$ cat src/rtl/riscv_pkg.sv
// Shared load/store encodings, LSU state type and lane helpers.
// Pure definitions: no latency, no backpressure.
package riscv_pkg;

  localparam logic [2:0] LDST_B  = 3'b000;
  localparam logic [2:0] LDST_H  = 3'b001;
  localparam logic [2:0] LDST_W  = 3'b010;
  localparam logic [2:0] LDST_BU = 3'b100;
  localparam logic [2:0] LDST_HU = 3'b101;

  typedef enum logic {LSU_IDLE, LSU_BUSY} lsu_state_t;

  // Legal size for the direction and naturally aligned for the access width.
  function automatic logic ldst_legal(input logic [2:0] size, input logic we, input logic [1:0] off);
    logic ok;
    case (size)
      LDST_B:  ok = 1'b1;
      LDST_BU: ok = ~we;
      LDST_H:  ok = ~off[0];
      LDST_HU: ok = ~we & ~off[0];
      LDST_W:  ok = (off == 2'b00);
      default: ok = 1'b0;
    endcase
    return ok;
  endfunction

  function automatic logic [3:0] store_be(input logic [2:0] size, input logic [1:0] off);
    logic [3:0] be;
    case (size)
      LDST_B:  be = 4'b0001 << off;
      LDST_H:  be = off[1] ? 4'b1100 : 4'b0011;
      default: be = 4'b1111;
    endcase
    return be;
  endfunction

  function automatic logic [31:0] store_wd(input logic [2:0] size, input logic [31:0] wd);
    logic [31:0] d;
    case (size)
      LDST_B:  d = {4{wd[7:0]}};
      LDST_H:  d = {2{wd[15:0]}};
      default: d = wd;
    endcase
    return d;
  endfunction

endpackage

$ cat src/rtl/lsu_riscv_if.sv
// Data-memory port: registered request side from the LSU, read data/ready back.
// Single outstanding transaction; ready completes it, no separate grant.
interface lsu_riscv_if;
  logic        req;
  logic        we;
  logic [3:0]  be;
  logic [31:0] addr;
  logic [31:0] wd;
  logic [31:0] rd;
  logic        ready;

  modport master (output req, we, be, addr, wd, input rd, ready);
  modport slave  (input req, we, be, addr, wd, output rd, ready);
endinterface

$ cat src/rtl/lsu_load_formatter.sv
// Extracts the addressed byte/half from a 32-bit read word and sign/zero-extends it.
// Combinational, zero latency, no backpressure.
module lsu_load_formatter
  import riscv_pkg::*;
(
  input  logic [31:0] mem_rd,
  input  logic [1:0]  offset,
  input  logic [2:0]  size,
  output logic [31:0] load_data
);

  logic [7:0]  byte_sel;
  logic [15:0] half_sel;

  always_comb begin
    case (offset)
      2'd0:    byte_sel = mem_rd[7:0];
      2'd1:    byte_sel = mem_rd[15:8];
      2'd2:    byte_sel = mem_rd[23:16];
      default: byte_sel = mem_rd[31:24];
    endcase
    half_sel = offset[1] ? mem_rd[31:16] : mem_rd[15:0];
    case (size)
      LDST_B:  load_data = {{24{byte_sel[7]}}, byte_sel};
      LDST_BU: load_data = {24'd0, byte_sel};
      LDST_H:  load_data = {{16{half_sel[15]}}, half_sel};
      LDST_HU: load_data = {16'd0, half_sel};
      default: load_data = mem_rd;
    endcase
  end

endmodule

$ cat src/rtl/lsu_riscv.sv
// Load/store unit: one handshaked data-memory access per core request, formatted load return.
// Min 2 cycles req->done; stalls the core until ready or timeout, illegal accesses never stall.
module lsu_riscv
  import riscv_pkg::*;
#(
  parameter int unsigned TIMEOUT_CYCLES = 255
) (
  input  logic              clk_i,
  input  logic              rst_ni,
  input  logic              core_req_i,
  input  logic              core_we_i,
  input  logic [2:0]        core_size_i,
  input  logic [31:0]       core_addr_i,
  input  logic [31:0]       core_wd_i,
  output logic [31:0]       core_rd_o,
  output logic              core_stall_o,
  output logic              misaligned_o,
  output logic              bus_err_o,
  lsu_riscv_if.master       mem
);

  localparam int unsigned TW = ($clog2(TIMEOUT_CYCLES + 1) > 8) ? $clog2(TIMEOUT_CYCLES + 1) : 8;
  localparam logic [TW-1:0] TLAST = TW'(TIMEOUT_CYCLES - 1);

  lsu_state_t  state;
  logic [TW-1:0] timer;
  logic [2:0]  size_q;
  logic [1:0]  off_q;
  logic [31:0] rd_q;
  logic [31:0] fmt_data;
  logic        legal, busy, timeout, done;

  lsu_load_formatter u_fmt (
    .mem_rd    (mem.rd),
    .offset    (off_q),
    .size      (size_q),
    .load_data (fmt_data)
  );

  assign legal   = ldst_legal(core_size_i, core_we_i, core_addr_i[1:0]);
  assign busy    = (state == LSU_BUSY);
  assign timeout = (TIMEOUT_CYCLES != 0) && (timer == TLAST);
  assign done    = busy & (mem.ready | timeout);

  // Gated by rst_ni so every output reads 0 while reset is asserted.
  assign misaligned_o = rst_ni & ~busy & core_req_i & ~legal;
  assign bus_err_o    = rst_ni & busy & timeout & ~mem.ready;
  assign core_stall_o = rst_ni & core_req_i & ~done & ~(~busy & ~legal);
  assign core_rd_o    = (busy & mem.ready) ? fmt_data : rd_q;

  always_ff @(posedge clk_i or negedge rst_ni) begin
    if (!rst_ni) begin
      state    <= LSU_IDLE;
      timer    <= '0;
      size_q   <= '0;
      off_q    <= '0;
      rd_q     <= '0;
      mem.req  <= 1'b0;
      mem.we   <= 1'b0;
      mem.be   <= '0;
      mem.addr <= '0;
      mem.wd   <= '0;
    end else begin
      case (state)
        LSU_IDLE: begin
          if (core_req_i && legal) begin
            state    <= LSU_BUSY;
            timer    <= '0;
            size_q   <= core_size_i;
            off_q    <= core_addr_i[1:0];
            mem.req  <= 1'b1;
            mem.we   <= core_we_i;
            mem.be   <= core_we_i ? store_be(core_size_i, core_addr_i[1:0]) : 4'b1111;
            mem.addr <= core_addr_i;
            mem.wd   <= core_we_i ? store_wd(core_size_i, core_wd_i) : 32'd0;
          end
        end
        LSU_BUSY: begin
          if (done) begin
            state   <= LSU_IDLE;
            mem.req <= 1'b0;
            if (mem.ready && !mem.we) rd_q <= fmt_data;
          end else begin
            timer <= timer + 1'b1;
          end
        end
        default: state <= LSU_IDLE;
      endcase
    end
  end

endmodule

$ cat src/flat_wrapper.sv
// flat-port wrapper written by rule: the top's interface ports become plain ports
module lsu_riscv_flat import riscv_pkg::*;
#(
  parameter int unsigned TIMEOUT_CYCLES = 255
)
  (clk_i, rst_ni, core_req_i, core_we_i, core_size_i, core_addr_i, core_wd_i, core_rd_o, core_stall_o, misaligned_o, bus_err_o, mem_req, mem_we, mem_be, mem_addr, mem_wd, mem_rd, mem_ready);
  lsu_riscv_if mem_i ();
  input  logic clk_i;
  input  logic rst_ni;
  input  logic core_req_i;
  input  logic core_we_i;
  input  logic [2:0] core_size_i;
  input  logic [31:0] core_addr_i;
  input  logic [31:0] core_wd_i;
  output logic [31:0] core_rd_o;
  output logic core_stall_o;
  output logic misaligned_o;
  output logic bus_err_o;
  output wire logic [$bits(mem_i.req)-1:0] mem_req;
  output wire logic [$bits(mem_i.we)-1:0] mem_we;
  output wire logic [$bits(mem_i.be)-1:0] mem_be;
  output wire logic [$bits(mem_i.addr)-1:0] mem_addr;
  output wire logic [$bits(mem_i.wd)-1:0] mem_wd;
  input wire logic [$bits(mem_i.rd)-1:0] mem_rd;
  input wire logic [$bits(mem_i.ready)-1:0] mem_ready;
  assign mem_req = mem_i.req;
  assign mem_we = mem_i.we;
  assign mem_be = mem_i.be;
  assign mem_addr = mem_i.addr;
  assign mem_wd = mem_i.wd;
  assign mem_i.rd = mem_rd;
  assign mem_i.ready = mem_ready;
  lsu_riscv #(.TIMEOUT_CYCLES(TIMEOUT_CYCLES)) u_core (.clk_i(clk_i), .rst_ni(rst_ni), .core_req_i(core_req_i), .core_we_i(core_we_i), .core_size_i(core_size_i), .core_addr_i(core_addr_i), .core_wd_i(core_wd_i), .core_rd_o(core_rd_o), .core_stall_o(core_stall_o), .misaligned_o(misaligned_o), .bus_err_o(bus_err_o), .mem(mem_i));
endmodule
$ cat config.mk
export PLATFORM = sky130hd
export DESIGN_NAME = lsu_riscv_flat
export DESIGN_NICKNAME = d
export VERILOG_FILES = /design/src/rtl/riscv_pkg.sv /design/src/rtl/lsu_riscv_if.sv /design/src/rtl/lsu_load_formatter.sv /design/src/rtl/lsu_riscv.sv /design/src/flat_wrapper.sv
export SDC_FILE = /design/constraint.sdc
export NUM_CORES = 1
export LEC_CHECK = 0
export CAP_MARGIN = 0
export CORE_MARGIN = 3
export CORE_UTILIZATION = 35
export DETAILED_ROUTE_END_ITERATION = 10
export DONT_BUFFER_PORTS = 1
export SLEW_MARGIN = 10
export SYNTH_ARGS = -nofsm -noshare
export SYNTH_HDL_FRONTEND = slang
export SYNTH_HIERARCHICAL = 1
export SYNTH_SLANG_ARGS = --single-unit
$ cat constraint.sdc
create_clock -name clk_i -period 2.4 [get_ports clk_i]
set_clock_uncertainty 0.1 [all_clocks]
set_input_delay 0.24 -clock clk_i [delete_from_list [all_inputs] [get_ports clk_i]]
set_output_delay 0.24 -clock clk_i [all_outputs]
set_load 0.02 [all_outputs]
==> flow_summary.html, run 1 <==
<table>
<tr><th>Metric</th><th>Value</th></tr>
<tr><th colspan="2">Timing</th></tr>
<tr><td>Final hold viol count</td><td>approximately 110</td></tr>
<tr><td>RSZ-0062 raised after global routing</td><td>true</td></tr>
<tr><td># setup viols final</td><td>28</td></tr>
<tr><td>Headroom to the max-slew limit</td><td>0.430</td></tr>
<tr><td>Maximum achievable frequency</td><td>a little over 400 MHz</td></tr>
<tr><td>Hold_ws</td><td>-589 ps</td></tr>
<tr><td>Fin crit share</td><td>1.04</td></tr>
<tr><td>Transition at the pin with the smallest max-transition slack</td><td>851 ps</td></tr>
<tr><td>Final Critical Period</td><td>2490 ps</td></tr>
<tr><td>Final max-slew violation count</td><td>0</td></tr>
<tr><td>Final setup margin</td><td>-85.1 ps</td></tr>
<tr><th colspan="2">Power</th></tr>
<tr><td>Switching Share</td><td>0.365</td></tr>
<tr><td>Overall power consumption</td><td>9.51 mW</td></tr>
<tr><td>Cell Int Power</td><td>between 6 and 7 mW</td></tr>
<tr><td>Worst VDD drop</td><td>between 0.5 and 0.6 mV</td></tr>
<tr><td>PD cells</td><td>1120 mW/mm²</td></tr>
<tr><td>Static leakage</td><td>around 3.6 nW</td></tr>
<tr><td>Proportion of power drawn by flip-flops and latches</td><td>0.351</td></tr>
<tr><td>Sw power</td><td>3.47 mW</td></tr>
<tr><td>Part of the total power dissipated in combinational logic</td><td>0.366</td></tr>
<tr><td>Fraction of power consumed by the clock network</td><td>0.284</td></tr>
<tr><th colspan="2">Floorplan</th></tr>
<tr><td>Overall die area</td><td>between 0.015 and 0.02 mm²</td></tr>
<tr><td>Die W</td><td>between 100 and 150 µm</td></tr>
<tr><td>Initial Util</td><td>0.359</td></tr>
<tr><td>Vert. Die Dim</td><td>approximately 140 µm</td></tr>
<tr><td>I/O pin cnt</td><td>approximately 210</td></tr>
<tr><td>Total core area</td><td>~0.017 mm²</td></tr>
<tr><td>Num rows</td><td>between 40 and 50</td></tr>
<tr><th colspan="2">Worst setup path</th></tr>
<tr><td>Setup crit end kind</td><td>output port</td></tr>
<tr><td>Maximum fanout encountered on the critical timing path</td><td>6</td></tr>
<tr><td>Data required time at the worst endpoint</td><td>between 2000 and 2500 ps</td></tr>
<tr><td>Kind of start point of the critical path</td><td>flip-flop</td></tr>
<tr><td>CP arrival</td><td>around 2200 ps</td></tr>
<tr><td>Reg-to-reg slack, setup</td><td>~400 ps</td></tr>
<tr><td>Worst setup path class</td><td>flip-flop to output port</td></tr>
<tr><th colspan="2">Finish</th></tr>
<tr><td>Final std cell area, no fill</td><td>between 0.008 and 0.009 mm²</td></tr>
<tr><td>Fraction of layout instances using a drive strength above 1</td><td>0.392</td></tr>
<tr><td>Layout area overhead</td><td>36.1%</td></tr>
<tr><td>Final layout net count</td><td>between 700 and 800</td></tr>
<tr><td>Antenna Cells</td><td>0</td></tr>
<tr><th colspan="2">Route</th></tr>
<tr><td># DRC</td><td>0</td></tr>
<tr><td>DRT Pass-1 Iters</td><td>4</td></tr>
<tr><td>Antenna-violating nets left</td><td>0</td></tr>
<tr><td>Overall via count from detail_route</td><td>approximately 4900</td></tr>
<tr><td>DR vias/cell</td><td>about 5.5</td></tr>
<tr><td>Final WL</td><td>19200 µm</td></tr>
<tr><td>Wire length per cell</td><td>around 22 µm</td></tr>
<tr><td>Detailed Route Iter0 Violations</td><td>between 200 and 300</td></tr>
<tr><th colspan="2">CTS</th></tr>
<tr><td>Maximum root-to-sink buffer count</td><td>2</td></tr>
<tr><td>Worst-Skew Late Latency</td><td>around 420 ps</td></tr>
<tr><td>Hold-fix buffer count after cts</td><td>64</td></tr>
<tr><td>CTS Buf Count</td><td>17</td></tr>
<tr><td>Buffer cell driving the clock tree root</td><td>sky130_fd_sc_hd__clkbuf_16</td></tr>
<tr><td>CTS tree</td><td>yes</td></tr>
<tr><td>Clock Sinks</td><td>around 110</td></tr>
<tr><td>Post-CTS clock slew at the launch and capture registers of the worst setup and hold paths</td><td>60 ps</td></tr>
<tr><td>CTS H-tree lvls</td><td>4</td></tr>
<tr><th colspan="2">Placement</th></tr>
<tr><td>Input/output buffers</td><td>0</td></tr>
<tr><td>Global placement routability congestion</td><td>just under 0.9</td></tr>
<tr><td>Post-DP HPWL</td><td>roughly 12000 µm</td></tr>
<tr><td>Cell area reported after detailed placement</td><td>0.00644 mm²</td></tr>
<tr><th colspan="2">Logic synthesis</th></tr>
<tr><td>Share of synthesized area occupied by flip-flops and latches</td><td>0.456</td></tr>
<tr><td>Instance count of the mapped netlist</td><td>around 570</td></tr>
<tr><td>Synth Register Bits</td><td>114</td></tr>
<tr><td>Yosys top cell by area</td><td>sky130_fd_sc_hd__dfrtp_1</td></tr>
<tr><td>Fraction of synthesized area in multiplexers</td><td>0.252</td></tr>
<tr><td>Number of flops mapped to enable cells by yosys</td><td>0</td></tr>
<tr><td>Portion of synthesized cell area occupied by the leading cell type</td><td>0.456</td></tr>
<tr><td>Cell types occupying the most area after synthesis</td><td>sky130_fd_sc_hd__dfrtp_1 (46%), sky130_fd_sc_hd__mux2_2 (21%), sky130_fd_sc_hd__nand2_1 (3.9%)</td></tr>
<tr><td>Fraction of the mapped netlist area in compound gates</td><td>0.128</td></tr>
<tr><td>Synthesized-area fraction occupied by xor and xnor cells</td><td>0</td></tr>
<tr><td>Dominant combinational cell family by area after synthesis</td><td>multiplexers</td></tr>
<tr><td>Adder-cell share of the synthesized area</td><td>0.00400</td></tr>
<tr><td>Avg Inst Size Synth</td><td>11.0 µm²</td></tr>
<tr><td>Number of nets produced by synthesis</td><td>just under 700</td></tr>
<tr><td>Post-Synth Simple-Gate Area</td><td>0.107</td></tr>
<tr><td>Cell area after synthesis</td><td>~0.0062 mm²</td></tr>
<tr><td>Prevailing post-synth register cell</td><td>sky130_fd_sc_hd__dfrtp_1</td></tr>
<tr><td>Number of synthesis warnings</td><td>6</td></tr>
<tr><td>Number of distinct standard cells referenced by the synthesized netlist</td><td>49</td></tr>
<tr><td>Fraction of synthesis flops using an asynchronous set or reset pin</td><td>1.00</td></tr>
<tr><th colspan="2">Outcome</th></tr>
<tr><td>Status</td><td>finished, violations left</td></tr>
<tr><td>Failing checks</td><td>hold timing, setup timing</td></tr>
<tr><th colspan="2">Global route</th></tr>
<tr><td>Total Routing Usage GR</td><td>0.198</td></tr>
<tr><td>Wire length of the first global-routing pass</td><td>~30000 µm</td></tr>
<tr><td>Pin count of the biggest net entering global routing</td><td>117</td></tr>
<tr><td>Via count of the first global-routing pass</td><td>between 5000 and 6000</td></tr>
<tr><td>Congestion Overflow GR</td><td>0</td></tr>
<tr><td>Antenna violations before repair</td><td>0</td></tr>
<tr><th colspan="2">Hold path</th></tr>
<tr><td>Type of the most critical hold path</td><td>input pin to asynchronous set/reset pin</td></tr>
<tr><th colspan="2">Run</th></tr>
<tr><td>Max Cap Viol</td><td>0</td></tr>
</table>
## stage by stage
step	hold WS, ps	std cells	setup TNS [ps]	setup WS, ps	utilization
finish	-589	884	-1270	-85.1	0.488
global route	-606	884	-3210	-158	0.488
CTS	-602	872	-1660	-86.9	0.470
detailed placement	-152	767	0	75.9	0.370
global placement	-152	767	0	177	0.370
floorplan	-156	569	0	297	-
## final timing paths
| kind | from | to | cells past startpoint |
|---|---|---|---|
| worst max-delay path | u_core/mem.addr[0] | core_rd_o[8] | 6 |
| worst min-delay path | rst_ni | u_core/rd_q[31] | 0 |
| worst max register to register | u_core/mem.addr[0] | u_core/rd_q[22] | 7 |
| worst min register to register | u_core/rd_q[4] | u_core/rd_q[4] | 1 |
| max in group asynchronous | rst_ni | u_core/mem.wd[16] | 0 |
| min in group clk_i | core_we_i | u_core/mem.be[1] | 3 |
## kinds of logic (layout without fill, tap and decap cells)
group                    count (synthesis)  after routing
AND/OR/NAND/NOR                        152            152
flip-flops                             114            114
buffers and inverters                   56            146
multiplexers                           130            130
adder cells (fa/ha/maj)                  2              2
AO/OA/AOI/OAI                          115            115
## routing by layer
metal | routed length (µm) | up-vias | track usage
met5 | 0 | - | 0
met1 | 7290 | 2421 | 0.229
met3 | 1950 | 28 | 0.0893
li1 | - | 2213 | -
met4 | 381 | 0 | 0.0627
met2 | 9560 | 211 | 0.328
## power by group through the flow
stage | Clock (mW) | Combinational [mW] | Sequential [mW]
detailed placement | 0 | 2.43 | 3.31
global route | 2.86 | 3.70 | 3.41
floorplan | 0 | 2.02 | 3.17
finish | 2.70 | 3.48 | 3.33
global placement | 0 | 2.34 | 3.28
CTS | 2.76 | 3.09 | 3.32
## cell usage after synthesis, types with 2 or more instances
cell                       instances
sky130_fd_sc_hd__buf_4             2
sky130_fd_sc_hd__buf_2            17
sky130_fd_sc_hd__o31ai_1          16
sky130_fd_sc_hd__nor2b_1          12
sky130_fd_sc_hd__mux4_1            7
sky130_fd_sc_hd__o221ai_1          3
sky130_fd_sc_hd__nand3_1          10
sky130_fd_sc_hd__o221ai_2          4
sky130_fd_sc_hd__or2_2             3
sky130_fd_sc_hd__mux2i_1           2
sky130_fd_sc_hd__mux2_4            2
sky130_fd_sc_hd__o21ai_0          34
sky130_fd_sc_hd__buf_1             4
sky130_fd_sc_hd__a21o_1            2
sky130_fd_sc_hd__clkbuf_1          9
sky130_fd_sc_hd__a21oi_1          19
sky130_fd_sc_hd__buf_6            12
sky130_fd_sc_hd__o22ai_1          16
sky130_fd_sc_hd__and3_1            2
sky130_fd_sc_hd__inv_1            10
sky130_fd_sc_hd__nand2_1          65
sky130_fd_sc_hd__a311oi_1          7
sky130_fd_sc_hd__mux2_2          118
sky130_fd_sc_hd__o21ai_2           2
sky130_fd_sc_hd__nor2_1           51
sky130_fd_sc_hd__a221oi_1          2
sky130_fd_sc_hd__dfrtp_1         114
sky130_fd_sc_hd__nand2b_1          2
sky130_fd_sc_hd__ha_1              2
## layout make-up
| class | instances | area, µm² |
|---|---|---|
| Sequential cell | 114 | 2860 |
| Clock buffer | 21 | 480 |
| Fill cell | 1533 | 8910 |
| Clock inverter | 11 | 150 |
| Inverter | 12 | 47.5 |
| Tap cell | 225 | 282 |
| Multi-Input combinational cell | 399 | 3570 |
| Timing Repair Buffer | 102 | 1120 |
## layout by cell type (no fill, tap or decap), types with 5 or more instances in the layout
master,n
sky130_fd_sc_hd__dfrtp_1,111
sky130_fd_sc_hd__mux2_2,86
sky130_fd_sc_hd__nand2_1,65
sky130_fd_sc_hd__dlygate4sd3_1,64
sky130_fd_sc_hd__nor2_1,44
sky130_fd_sc_hd__mux2_4,34
sky130_fd_sc_hd__o21ai_0,34
sky130_fd_sc_hd__buf_4,22
sky130_fd_sc_hd__clkbuf_16,18
sky130_fd_sc_hd__o31ai_1,16
sky130_fd_sc_hd__a21oi_1,14
sky130_fd_sc_hd__o22ai_4,13
sky130_fd_sc_hd__nand3_1,10
sky130_fd_sc_hd__nor2b_1,10
sky130_fd_sc_hd__inv_1,10
sky130_fd_sc_hd__buf_12,7
sky130_fd_sc_hd__a311oi_2,7
sky130_fd_sc_hd__mux4_2,6
sky130_fd_sc_hd__clkinvlp_4,5
sky130_fd_sc_hd__a21oi_2,5
sky130_fd_sc_hd__nor2_2,5
## worst max-delay path: stages, from the launching register on
cell and delay, ps:
sky130_fd_sc_hd__dfrtp_2 440, sky130_fd_sc_hd__mux2_4 330, sky130_fd_sc_hd__a22oi_4 190, sky130_fd_sc_hd__buf_12 160, sky130_fd_sc_hd__buf_8 140, sky130_fd_sc_hd__o221ai_2 120
sky130_fd_sc_hd__mux2_4 330
## sequential cells by signal, indices dropped and copies added, names as in the netlist
name             cells
u_core/timer         8
u_core/busy          1
u_core/mem.we        1
u_core/mem.wd       32
u_core/mem.addr     32
u_core/rd_q         32
u_core/mem.be        4
u_core/size_q        3
u_core/mem.req       1
## timing repair
action / 4_1_cts / 5_1_grt
endpoints found under the setup margin: 32 / 33
endpoints found under the hold margin: 188 / 114
resized for setup: 75 / 43
buffers inserted: 7 / 13
cloned: 3 / 1
pin swaps: 4 / 7
Note: power is estimated with default switching activity, not from simulation.
==> run 2: changes to the inputs <==
- ABC_AREA: default -> 1
==> flow_summary.html, run 2 <==
<table>
<tr><th>Metric</th><th>Value</th></tr>
<tr><th colspan="2">Finish</th></tr>
<tr><td>Most used cells in the layout excluding fill and tap cells</td><td>sky130_fd_sc_hd__nand2_1 (381), sky130_fd_sc_hd__dfrtp_1 (111), sky130_fd_sc_hd__o21ai_0 (79), sky130_fd_sc_hd__nand3_1 (77), sky130_fd_sc_hd__dlygate4sd3_1 (75) (was sky130_fd_sc_hd__dfrtp_1 (111), sky130_fd_sc_hd__mux2_2 (86), sky130_fd_sc_hd__nand2_1 (65), sky130_fd_sc_hd__dlygate4sd3_1 (64), sky130_fd_sc_hd__nor2_1 (44))</td></tr>
<tr><td>Registers with the most flip-flops</td><td>u_core/mem.addr: 32 flops, u_core/mem.wd: 32 flops, u_core/rd_q: 32 flops (unchanged)</td></tr>
<tr><td>Most common library cell in the layout ignoring fill and taps</td><td>sky130_fd_sc_hd__nand2_1 (was sky130_fd_sc_hd__dfrtp_1)</td></tr>
<tr><td>Layout area overhead</td><td>32.9% (was 36.1%)</td></tr>
<tr><td>Cell Count, Final, Fillers Out</td><td>1252 (was 884)</td></tr>
<tr><td>Final layout net count</td><td>1119 (was 752)</td></tr>
<tr><td>Fraction of layout instances using a drive strength above 1</td><td>0.160 (was 0.392)</td></tr>
<tr><td>Final std cell area, no fill</td><td>0.00842 mm² (was 0.00851 mm²)</td></tr>
<tr><th colspan="2">Worst setup path</th></tr>
<tr><td>Maximum fanout encountered on the critical timing path</td><td>24 (was 6)</td></tr>
<tr><td>Buffer and inverter count on the worst path</td><td>4 (was 2)</td></tr>
<tr><td>Cell seen most often among critical-path stages</td><td>sky130_fd_sc_hd__nand2_1 (was sky130_fd_sc_hd__mux2_4)</td></tr>
<tr><td>Setup crit end kind</td><td>flip-flop (was output port)</td></tr>
<tr><td>Worst setup path class</td><td>input pin to flip-flop (was flip-flop to output port)</td></tr>
<tr><td>Critical register-to-register path endpoint</td><td>u_core/rd_q[24] (was u_core/rd_q[22])</td></tr>
<tr><td>CP arrival</td><td>2570 ps (was 2150 ps)</td></tr>
<tr><td>Stages on the worst setup path</td><td>10 (was 6)</td></tr>
<tr><td>Largest stage delay on the critical path</td><td>580 ps (was 440 ps)</td></tr>
<tr><td>Critical path cell sequence</td><td>dlygate4sd3_1 -&gt; inv_1 -&gt; nor2_1 -&gt; nand2_1 -&gt; nand2_1 -&gt; clkinvlp_4 -&gt; nand2_1 -&gt; nand3_1 -&gt; dlygate4sd3_1 -&gt; o21ai_0 (was mux2_4 -&gt; a22oi_4 -&gt; buf_12 -&gt; buf_8 -&gt; o221ai_2 -&gt; mux2_4)</td></tr>
<tr><td>Crit path max-delay family</td><td>buffers and inverters (was multiplexers)</td></tr>
<tr><td>Data required time at the worst endpoint</td><td>2630 ps (was 2060 ps)</td></tr>
<tr><td>Critical register-to-register path startpoint</td><td>u_core/mem.we (was u_core/mem.addr[0])</td></tr>
<tr><td>Kind of start point of the critical path</td><td>input pin (was flip-flop)</td></tr>
<tr><td>Depth of the worst register-to-register path</td><td>2 (was 7)</td></tr>
<tr><td>Reg-to-reg slack, setup</td><td>550 ps (was 400 ps)</td></tr>
<tr><td>Cell at the slowest stage of the critical path</td><td>sky130_fd_sc_hd__dlygate4sd3_1 (was sky130_fd_sc_hd__dfrtp_2)</td></tr>
<tr><th colspan="2">CTS</th></tr>
<tr><td>CTS Buf Count</td><td>17 (unchanged)</td></tr>
<tr><td>Post-CTS clock slew at the launch and capture registers of the worst setup and hold paths</td><td>60 ps (about the same)</td></tr>
<tr><td>Maximum root-to-sink buffer count</td><td>2 (unchanged)</td></tr>
<tr><td>Worst-Skew Late Latency</td><td>410 ps (was 420 ps)</td></tr>
<tr><td>CTS H-tree lvls</td><td>4 (unchanged)</td></tr>
<tr><td>Hold-fix buffer count after cts</td><td>75 (was 64)</td></tr>
<tr><td>Clock Sinks</td><td>114 (unchanged)</td></tr>
<tr><td>CTS tree</td><td>yes (unchanged)</td></tr>
<tr><td>Buffer cell driving the clock tree root</td><td>sky130_fd_sc_hd__clkbuf_16 (unchanged)</td></tr>
<tr><th colspan="2">Outcome</th></tr>
<tr><td>Failing checks</td><td>hold timing (was hold timing, setup timing)</td></tr>
<tr><td>Status</td><td>finished, violations left (unchanged)</td></tr>
<tr><th colspan="2">Route</th></tr>
<tr><td>Top layer reached by signal wires</td><td>met4 (unchanged)</td></tr>
<tr><td>Routed wl met3</td><td>2160 µm (was 1950 µm)</td></tr>
<tr><td>Metal1 wirelength</td><td>8200 µm (was 7290 µm)</td></tr>
<tr><td>Antenna-violating nets left</td><td>0 (unchanged)</td></tr>
<tr><td>Overall via count from detail_route</td><td>6300 (was 4873)</td></tr>
<tr><td>Final WL</td><td>20100 µm (was 19200 µm)</td></tr>
<tr><td>Wire length per cell</td><td>16.1 µm (was 21.7 µm)</td></tr>
<tr><td>DRT Pass-1 Iters</td><td>6 (was 4)</td></tr>
<tr><td># DRC</td><td>0 (unchanged)</td></tr>
<tr><td>WL met2</td><td>9380 µm (was 9560 µm)</td></tr>
<tr><td>Detailed Route Iter0 Violations</td><td>485 (was 255)</td></tr>
<tr><td>DR vias/cell</td><td>5.03 (was 5.51)</td></tr>
<tr><th colspan="2">Hold path</th></tr>
<tr><td>Type of the most critical hold path</td><td>input pin to asynchronous set/reset pin (unchanged)</td></tr>
<tr><th colspan="2">Run</th></tr>
<tr><td>Max Cap Viol</td><td>0 (unchanged)</td></tr>
<tr><th colspan="2">Logic synthesis</th></tr>
<tr><td>Cell area after synthesis</td><td>0.00634 mm² (was 0.00625 mm²)</td></tr>
<tr><td>Cell types occupying the most area after synthesis</td><td>sky130_fd_sc_hd__dfrtp_1 (45%), sky130_fd_sc_hd__nand2_1 (23%), sky130_fd_sc_hd__o21ai_0 (8.2%) (was sky130_fd_sc_hd__dfrtp_1 (46%), sky130_fd_sc_hd__mux2_2 (21%), sky130_fd_sc_hd__nand2_1 (3.9%))</td></tr>
<tr><td>Number of synthesis warnings</td><td>6 (unchanged)</td></tr>
<tr><td>Prevailing post-synth register cell</td><td>sky130_fd_sc_hd__dfrtp_1 (unchanged)</td></tr>
<tr><td>Fraction of synthesis flops using an asynchronous set or reset pin</td><td>1.00 (unchanged)</td></tr>
<tr><td>Portion of synthesized cell area occupied by the leading cell type</td><td>0.450 (was 0.456)</td></tr>
<tr><td>Number of distinct standard cells referenced by the synthesized netlist</td><td>29 (was 49)</td></tr>
<tr><td>Avg Inst Size Synth</td><td>6.97 µm² (was 11.0 µm²)</td></tr>
<tr><td>Instance count of the mapped netlist</td><td>910 (was 569)</td></tr>
<tr><td>Share of synthesized area occupied by flip-flops and latches</td><td>0.450 (was 0.456)</td></tr>
<tr><td>Number of nets produced by synthesis</td><td>1016 (was 675)</td></tr>
<tr><td>Count leader, synth</td><td>sky130_fd_sc_hd__nand2_1 (was sky130_fd_sc_hd__mux2_2)</td></tr>
<tr><td>Yosys top cell by area</td><td>sky130_fd_sc_hd__dfrtp_1 (unchanged)</td></tr>
<tr><td>Number of flops mapped to enable cells by yosys</td><td>0 (unchanged)</td></tr>
<tr><td>Synth Register Bits</td><td>114 (unchanged)</td></tr>
<tr><td>Most instantiated cells after synthesis</td><td>sky130_fd_sc_hd__nand2_1 (383), sky130_fd_sc_hd__dfrtp_1 (114), sky130_fd_sc_hd__o21ai_0 (104) (was sky130_fd_sc_hd__mux2_2 (118), sky130_fd_sc_hd__dfrtp_1 (114), sky130_fd_sc_hd__nand2_1 (65))</td></tr>
<tr><th colspan="2">Power</th></tr>
<tr><td>Proportion of power drawn by flip-flops and latches</td><td>0.368 (was 0.351)</td></tr>
<tr><td>Cell Int Power</td><td>5.30 mW (was 6.04 mW)</td></tr>
<tr><td>Switching Share</td><td>0.404 (was 0.365)</td></tr>
<tr><td>Part of the total power dissipated in combinational logic</td><td>0.345 (was 0.366)</td></tr>
<tr><td>PD cells</td><td>1050 mW/mm² (was 1120 mW/mm²)</td></tr>
<tr><td>Static leakage</td><td>4.25 nW (was 3.63 nW)</td></tr>
<tr><td>Sw power</td><td>3.59 mW (was 3.47 mW)</td></tr>
<tr><td>Fraction of power consumed by the clock network</td><td>0.287 (was 0.284)</td></tr>
<tr><td>Worst VDD drop</td><td>0.523 mV (was 0.582 mV)</td></tr>
<tr><th colspan="2">Timing</th></tr>
<tr><td>Final max-slew violation count</td><td>0 (unchanged)</td></tr>
<tr><td>Headroom to the max-slew limit</td><td>0.334 (was 0.430)</td></tr>
<tr><td>Final Critical Period</td><td>2340 ps (was 2490 ps)</td></tr>
<tr><td>RSZ-0062 raised after global routing</td><td>true (unchanged)</td></tr>
<tr><td>Hold_ws</td><td>-576 ps (was -589 ps)</td></tr>
<tr><td>Maximum achievable frequency</td><td>428 MHz (was 402 MHz)</td></tr>
<tr><td># setup viols final</td><td>0 (was 28)</td></tr>
<tr><td>Transition at the pin with the smallest max-transition slack</td><td>999 ps (was 851 ps)</td></tr>
<tr><td>Fin crit share</td><td>0.973 (was 1.04)</td></tr>
<tr><td>Final hold viol count</td><td>114 (unchanged)</td></tr>
<tr><th colspan="2">Global route</th></tr>
<tr><td>Pin count of the biggest net entering global routing</td><td>117 (unchanged)</td></tr>
<tr><td>Total Routing Usage GR</td><td>0.200 (was 0.198)</td></tr>
<tr><td>Via count of the first global-routing pass</td><td>6016 (was 5312)</td></tr>
<tr><td>Antenna violations before repair</td><td>1 (was 0)</td></tr>
<tr><td>Congestion Overflow GR</td><td>0 (unchanged)</td></tr>
<tr><td>Wire length of the first global-routing pass</td><td>31800 µm (was 30400 µm)</td></tr>
<tr><th colspan="2">Floorplan</th></tr>
<tr><td>I/O pin cnt</td><td>209 (unchanged)</td></tr>
<tr><td>Total core area</td><td>0.0175 mm² (was 0.0174 mm²)</td></tr>
<tr><td>Overall die area</td><td>0.0198 mm² (was 0.0195 mm²)</td></tr>
<tr><td>Die W</td><td>141 µm (was 140 µm)</td></tr>
<tr><td>Vert. Die Dim</td><td>141 µm (was 140 µm)</td></tr>
<tr><td>Initial Util</td><td>0.361 (was 0.359)</td></tr>
<tr><td>Num rows</td><td>48 (unchanged)</td></tr>
<tr><th colspan="2">Placement</th></tr>
<tr><td>Global placement routability congestion</td><td>0.842 (was 0.893)</td></tr>
<tr><td>Post-DP HPWL</td><td>13100 µm (was 12400 µm)</td></tr>
<tr><td>Placed insts</td><td>1133 (was 767)</td></tr>
<tr><td>Cell area reported after detailed placement</td><td>0.00673 mm² (was 0.00644 mm²)</td></tr>
<tr><td>Input/output buffers</td><td>0 (unchanged)</td></tr>
</table>
## run 2: cell count changes after synthesis, moves of 13 or more
| cell | delta |
|---|---|
| sky130_fd_sc_hd__inv_1 | +61 |
| sky130_fd_sc_hd__nand3_1 | +80 |
| sky130_fd_sc_hd__nand2_1 | +318 |
| sky130_fd_sc_hd__mux2_2 | -118 |
| sky130_fd_sc_hd__clkbuf_1 | +13 |
| sky130_fd_sc_hd__o21ai_0 | +70 |
| sky130_fd_sc_hd__o31ai_1 | -16 |
| sky130_fd_sc_hd__o22ai_1 | -16 |
## run 2: worst max-delay path by stage
stage                  startpoint           endpoint  slack, ps
5_1_grt            core_size_i[0]  u_core/mem.wd[10]        -80
3_3_place_gp     u_core/size_q[1]      core_rd_o[25]        210
4_1_cts          u_core/size_q[1]      core_rd_o[10]          2
3_5_place_dp     u_core/size_q[1]      core_rd_o[25]        200
6_report           core_size_i[0]   u_core/mem.wd[8]         60
2_1_floorplan  u_core/mem.addr[0]      core_rd_o[10]        220
## run 2: cell families after synthesis
| logic type | synth area share |
|---|---|
| and+or+nand+nor | 0.349 |
| AOI/OAI and AO/OA | 0.104 |
| buffers and inverters | 0.0906 |
| DFF | 0.450 |
| xor gates and xnor gates | 0.00276 |
| adders and majority gates | 0.00395 |
## run 2: power groups by stage
stage          combinational, mW  sequential (mW)  clock, mW
3_5_place_dp                2.54             3.29          0
3_3_place_gp                2.51             3.28          0
4_1_cts                     2.72             3.27       2.62
5_1_grt                     3.42             3.35       2.71
2_1_floorplan               1.80             3.16          0
6_report                    3.07             3.27       2.55
## run 2: layout make-up
class | instances | area, µm²
clock buffers | 17 | 425
fillers | 1749 | 9110
well taps | 225 | 282
flip-flops and latches | 114 | 2860
inverters | 76 | 292
clock inverters | 15 | 160
multi-input cells | 670 | 3100
repair buffers | 134 | 1300
diodes | 1 | 2.50
## run 2: through the flow
stage | power, mW | setup slack (ps) | setup TNS (ps) | util
after floorplan | 4.96 | 223 | 0 | -
after global placement | 5.79 | 211 | 0 | 0.384
after detailed placement | 5.83 | 204 | 0 | 0.384
after CTS | 8.62 | 2.43 | 0 | 0.465
after global routing | 9.48 | -81.3 | -633 | 0.480
final | 8.88 | 63.7 | 0 | 0.480
## run 2: per-layer routing
metal | vias to the layer above | track usage
li1 | 3094 | -
met1 | 2918 | 0.246
met2 | 264 | 0.324
met3 | 24 | 0.0824
met4 | 0 | 0.0571
met5 | - | 0
## run 2: repair_timing
action / CTS / global route
setup endpoints to repair: 26 / 53
setup buffers: 6 / 3
pin swaps: 2 / 24
cloned: 1 / 1
hold endpoints to repair: 185 / 114
gates resized for setup: 10 / 93
